### src/rtl/mixcol_seq.sv
// mixcol_seq: AES MixColumns sequencer, one column per cycle through a shared datapath.
// Define MIXCOL_SEQ_INV_EN to build the inverse datapath and in_inv mode select.
module mixcol_seq (
  input  logic         clk,
  input  logic         rst,
  input  logic         in_valid,
  output logic         in_ready,
  input  logic [127:0] in_state,
  input  logic         in_inv,
  output logic         out_valid,
  input  logic         out_ready,
  output logic [127:0] out_state,
  output logic         busy
);
  typedef enum logic [1:0] {IDLE = 2'd0, RUN = 2'd1, DONE = 2'd2} state_t;
  state_t r_state, w_next;
  logic [3:0][31:0] r_src, r_res;
  logic [1:0] r_cnt;
  logic [31:0] w_col, w_fwd, w_mix;
  logic w_accept;

  function automatic logic [7:0] xt(input logic [7:0] b);
    return {b[6:0], 1'b0} ^ (b[7] ? 8'h1b : 8'h00);
  endfunction

  function automatic logic [31:0] fwd_col(input logic [31:0] c);
    logic [7:0] a0, a1, a2, a3;
    {a0, a1, a2, a3} = c;
    return {xt(a0) ^ xt(a1) ^ a1 ^ a2 ^ a3,
            a0 ^ xt(a1) ^ xt(a2) ^ a2 ^ a3,
            a0 ^ a1 ^ xt(a2) ^ xt(a3) ^ a3,
            xt(a0) ^ a0 ^ a1 ^ a2 ^ xt(a3)};
  endfunction

`ifdef MIXCOL_SEQ_INV_EN
  // e/b/d/n hold each input byte times 0e/0b/0d/09
  function automatic logic [31:0] inv_col(input logic [31:0] c);
    logic [7:0] a [4], e [4], b [4], d [4], n [4];
    logic [7:0] x2, x4, x8;
    for (int i = 0; i < 4; i++) begin
      a[i] = c[31-8*i -: 8];
      x2 = xt(a[i]);
      x4 = xt(x2);
      x8 = xt(x4);
      e[i] = x8 ^ x4 ^ x2;
      b[i] = x8 ^ x2 ^ a[i];
      d[i] = x8 ^ x4 ^ a[i];
      n[i] = x8 ^ a[i];
    end
    return {e[0] ^ b[1] ^ d[2] ^ n[3],
            n[0] ^ e[1] ^ b[2] ^ d[3],
            d[0] ^ n[1] ^ e[2] ^ b[3],
            b[0] ^ d[1] ^ n[2] ^ e[3]};
  endfunction

  logic r_mode;
  always_ff @(posedge clk) begin
    if (rst) r_mode <= 1'b0;
    else if (w_accept) r_mode <= in_inv;
  end
  assign w_mix = r_mode ? inv_col(w_col) : w_fwd;
`else
  logic w_unused_inv;
  assign w_unused_inv = in_inv;
  assign w_mix = w_fwd;
`endif

  // packed index 3 is column 0 (MSB word), hence the inverted counter
  assign w_col = r_src[~r_cnt];
  assign w_fwd = fwd_col(w_col);
  assign w_accept = (r_state == IDLE) && in_valid;

  always_ff @(posedge clk) begin
    if (rst) r_state <= IDLE;
    else r_state <= w_next;
  end

  always_comb begin
    w_next = r_state;
    if (w_accept) w_next = RUN;
    else if (r_state == RUN && r_cnt == 2'd3) w_next = DONE;
    else if (r_state == DONE && out_ready) w_next = IDLE;
  end

  always_comb begin
    in_ready  = r_state == IDLE;
    out_valid = r_state == DONE;
    busy      = r_state != IDLE;
    out_state = r_res;
  end

  always_ff @(posedge clk) begin
    if (rst) begin
      r_src <= '0;
      r_res <= '0;
      r_cnt <= 2'd0;
    end else if (w_accept) begin
      r_src <= in_state;
      r_cnt <= 2'd0;
    end else if (r_state == RUN) begin
      r_res[~r_cnt] <= w_mix;
      r_cnt <= r_cnt + 2'd1;
    end
  end
endmodule

### config.mk
export PLATFORM = sky130hd
export DESIGN_NAME = mixcol_seq
export DESIGN_NICKNAME = d
export VERILOG_FILES = /design/src/rtl/mixcol_seq.sv
export SDC_FILE = /design/constraint.sdc
export NUM_CORES = 1
export LEC_CHECK = 0
export BUFFER_PORTS_ARGS = -buffer_cell sky130_fd_sc_hd__buf_2
export CAP_MARGIN = 20
export CORE_ASPECT_RATIO = 1.2
export CORE_MARGIN = 3
export CORE_UTILIZATION = 30
export CTS_CLUSTER_DIAMETER = 40
export CTS_CLUSTER_SIZE = 8
export DETAILED_ROUTE_END_ITERATION = 12
export GPL_TIMING_DRIVEN = 0
export SLEW_MARGIN = 5
export SYNTH_ARGS = -nofsm -noshare
export SYNTH_HDL_FRONTEND = slang
export SYNTH_SLANG_ARGS = --single-unit
### constraint.sdc
create_clock -name clk -period 5.3 [get_ports clk]
set_input_delay 0.265 -clock clk [delete_from_list [all_inputs] [get_ports clk]]
set_output_delay 0.265 -clock clk [all_outputs]
set_load 0.05 [all_outputs]
==> results_dict.tcl <==
set metrics [dict create \
    drt_iter0_drc 502 \
    clk_pin_slew_ns 0.05 \
    ir_worst_vdd_mv 0.197 \
    drt_wl_total_um 37100 \
    h-tree-depth 2 \
    power_density_nw_per_um2 394 \
    yosys_warnings 0 \
    required_ns 5.70 \
    core_area_um2 34400 \
    synth_area_per_cell_um2 10.7 \
    grt_max_degree 11 \
    routabilityCongestion 0.824 \
    finalMaxSlewViolations 0 \
    timing.final.crit_share_pct 53.5 \
    hpwl_um 27600 \
    syn_nets 1126 \
    p_leak_nw 6.37 \
    die_h_um 212 \
    dr_total_vias 9079 \
    worstSetupPathDepth 6 \
    fin_crit_ns 2.84 \
    root_buffer "clkbuf_16" \
    synthToLayoutAreaGrowth_pct 37.6 \
    max_freq_mhz 353 \
    rsz0062_at_grt "no" \
    ant_nets 0 \
    grt_pass1_wl_um 55300 \
    pre_cts_ws_ns 2.43 \
    yosysSeqAreaShare_pct 49.2 \
    placed_cells 1706 \
    finalNonFillerCells 1848 \
    crit_start "r_cnt[1]$_SDFFE_PP0P_" \
    cts.sinks 260 \
    port_buffers 261 \
    clk_path_buf_depth 3 \
    clk_latency_ns 0.53 \
    status "finished clean" \
    die_x_um 177 \
    cts_setup_buffers 0 \
    cp_num_buf_inv 2 \
    setup_tns_ns 0 \
    mostFrequentLayoutCells "265 x buf_2, 260 x dfxtp_1, 259 x nand2_1" \
    gr-usage-all-layers_pct 19.4 \
    viasPerCell 4.91 \
    ys_ff_latch 260 \
    synthFlopType "dfxtp_1" \
    critPathArrivalTime_ns 3.23 \
    grt_pass1_vias 9262 \
    antenna_found_initial 0 \
    layout_commonest_cell "buf_2" \
    fin_nets 1517 \
    path_class "reg -> reg" \
    drv_cap 0 \
    dieArea_um2 37500 \
    slew_headroom_pct 48.5 \
    start_util_pct 30.7 \
    num_antenna_cells 0 \
    cts_tree "done" \
    clock_skew_ns 0.0249 \
    critPathCaptureType "flop" \
    crit_path_frequent_cell "buf_2" \
    min_path_type "in -> reg" \
    layout_setup_ws_ns 2.46 \
    max_slew.worst_pin.slew_ns 0.772 \
    finalSetupViolCount 0 \
    synth.distinct_cells 27 \
    cts_buffers 43 \
    start_kind "flop" \
    ios 264 \
    critPathTopFamily "XOR/XNOR gates" \
    synthArstFlopShare_pct 0 \
    synthCells 989 \
    drc_errors 0 \
    layout-drive-gt1-share_pct 26.4 \
    grt_overflow 0 \
    cp_cell_sequence "buf_2 -> buf_2 -> mux4_2 -> xor2_1 -> xnor3_1 -> a22o_1" \
    reg2reg_from "r_cnt[1]$_SDFFE_PP0P_" \
    synth_edf_count 0 \
    syn_area_um2 10600 \
    reg2reg_to "out_state[4]$_SDFFE_PP0P_" \
    hold_viol 0 \
    rrSetupSlack_ns 2.46 \
    endpoint "out_state[4]$_SDFFE_PP0P_" \
    std_cell_rows 74 \
    crit_slowest_cell "xnor3_1" \
    slowest_delay_ns 0.58 \
    path_max_fanout 10 \
    wl_per_cell_um 20.1 \
    r2r.worst_path.cells 6 \
    dr.pass1.iters 5 \
]
## layer usage
metal  global-route usage [%]  up-vias  wire, µm
met3                     3.64       79      2680
li1                         -     4253         -
met2                     33.4      364     18100
met1                     23.9     4383     14900
met4                     7.75        0      1360
met5                        0        -         0
## worst min-delay path by stage
| stage | startpoint | end | slack (ns) | cells past startpoint |
|---|---|---|---|---|
| 4_1_cts | in_state[83] | r_src[83]$_SDFFE_PP0P_ | 0.0003 | 3 |
| 5_1_grt | in_state[21] | r_src[21]$_SDFFE_PP0P_ | 0.006 | 3 |
| 3_3_place_gp | r_src[122]$_SDFFE_PP0P_ | r_src[122]$_SDFFE_PP0P_ | 0.44 | 2 |
| 3_5_place_dp | r_src[18]$_SDFFE_PP0P_ | r_src[18]$_SDFFE_PP0P_ | 0.45 | 2 |
| 6_report | in_state[79] | r_src[79]$_SDFFE_PP0P_ | 0.02 | 3 |
| 2_1_floorplan | in_state[0] | r_src[0]$_SDFFE_PP0P_ | 0.40 | 2 |
## cell type report
type / count / area [µm²]
Sequential cell: 260 / 5200
Clock buffer: 48 / 1140
Tap cell: 456 / 571
Inverter: 3 / 11.3
Multi-Input combinational cell: 646 / 5010
Buffer: 80 / 339
Clock inverter: 9 / 110
Timing Repair Buffer: 346 / 2160
Fill cell: 3373 / 19900
## cell families after synthesis
group,share of synthesized area [%]
and+or+nand+nor,9.86
AOI/OAI and AO/OA,17.2
DFF,49.2
buffers and inverters,3.31
xor gates and xnor gates,13.1
muxes,6.82
adders and majority gates,0.474
## registers in the layout (all words and copies together) (netlist names)
name / cells
r_state: 2
r_cnt: 2
r_src: 128
out_state: 128
## cells in the mapped netlist (2+ instances only)
cell type	instances	area [µm²]
clkbuf_1	68	255
buf_6	4	45.0
xor3_1	7	166
xnor2_2	6	97.6
buf_1	3	11.3
nor2_1	2	7.51
a21oi_1	134	671
dfxtp_1	260	5200
xnor2_4	4	110
nand2_1	259	972
mux4_2	32	721
nor2b_1	4	25.0
and2_1	5	31.3
buf_2	4	20.0
xnor2_1	4	35.0
inv_1	3	11.3
a22o_1	128	1120
xor2_1	14	123
xnor3_1	37	833
ha_1	4	50.1
## power by group
| group | total [mW] | internal, mW | switching (mW) | leakage [nW] |
|---|---|---|---|---|
| clock network | 2.48 | 1.60 | 0.881 | 0.603 |
| registers | 2.12 | 2.06 | 0.0558 | 2.12 |
| logic | 1.14 | 0.435 | 0.704 | 3.65 |
| total | 5.74 | 4.10 | 1.64 | 6.37 |
## what timing repair did
action | 4_1_cts | 5_1_grt
hold endpoints to repair | 85 | 0
resized for setup | 0 | 0
hold buffers | 85 | 0
## metrics by stage
stage	total power [mW]	cell area (µm²)	util (%)	hold slack [ns]
finish	5.74	14500	42.2	0.0155
global placement	3.24	12400	36.1	0.439
CTS	5.78	14500	42.2	0.000307
detailed placement	3.25	12400	36.1	0.447
floorplan	2.87	10600	-	0.401
global route	5.94	14500	42.2	0.00589
## worst min-delay path, stage by stage
cell and delay, ns:
buf_2 0.11, nand2_1 0.05, a21oi_1 0.05
(Power assumes the default switching activity.)
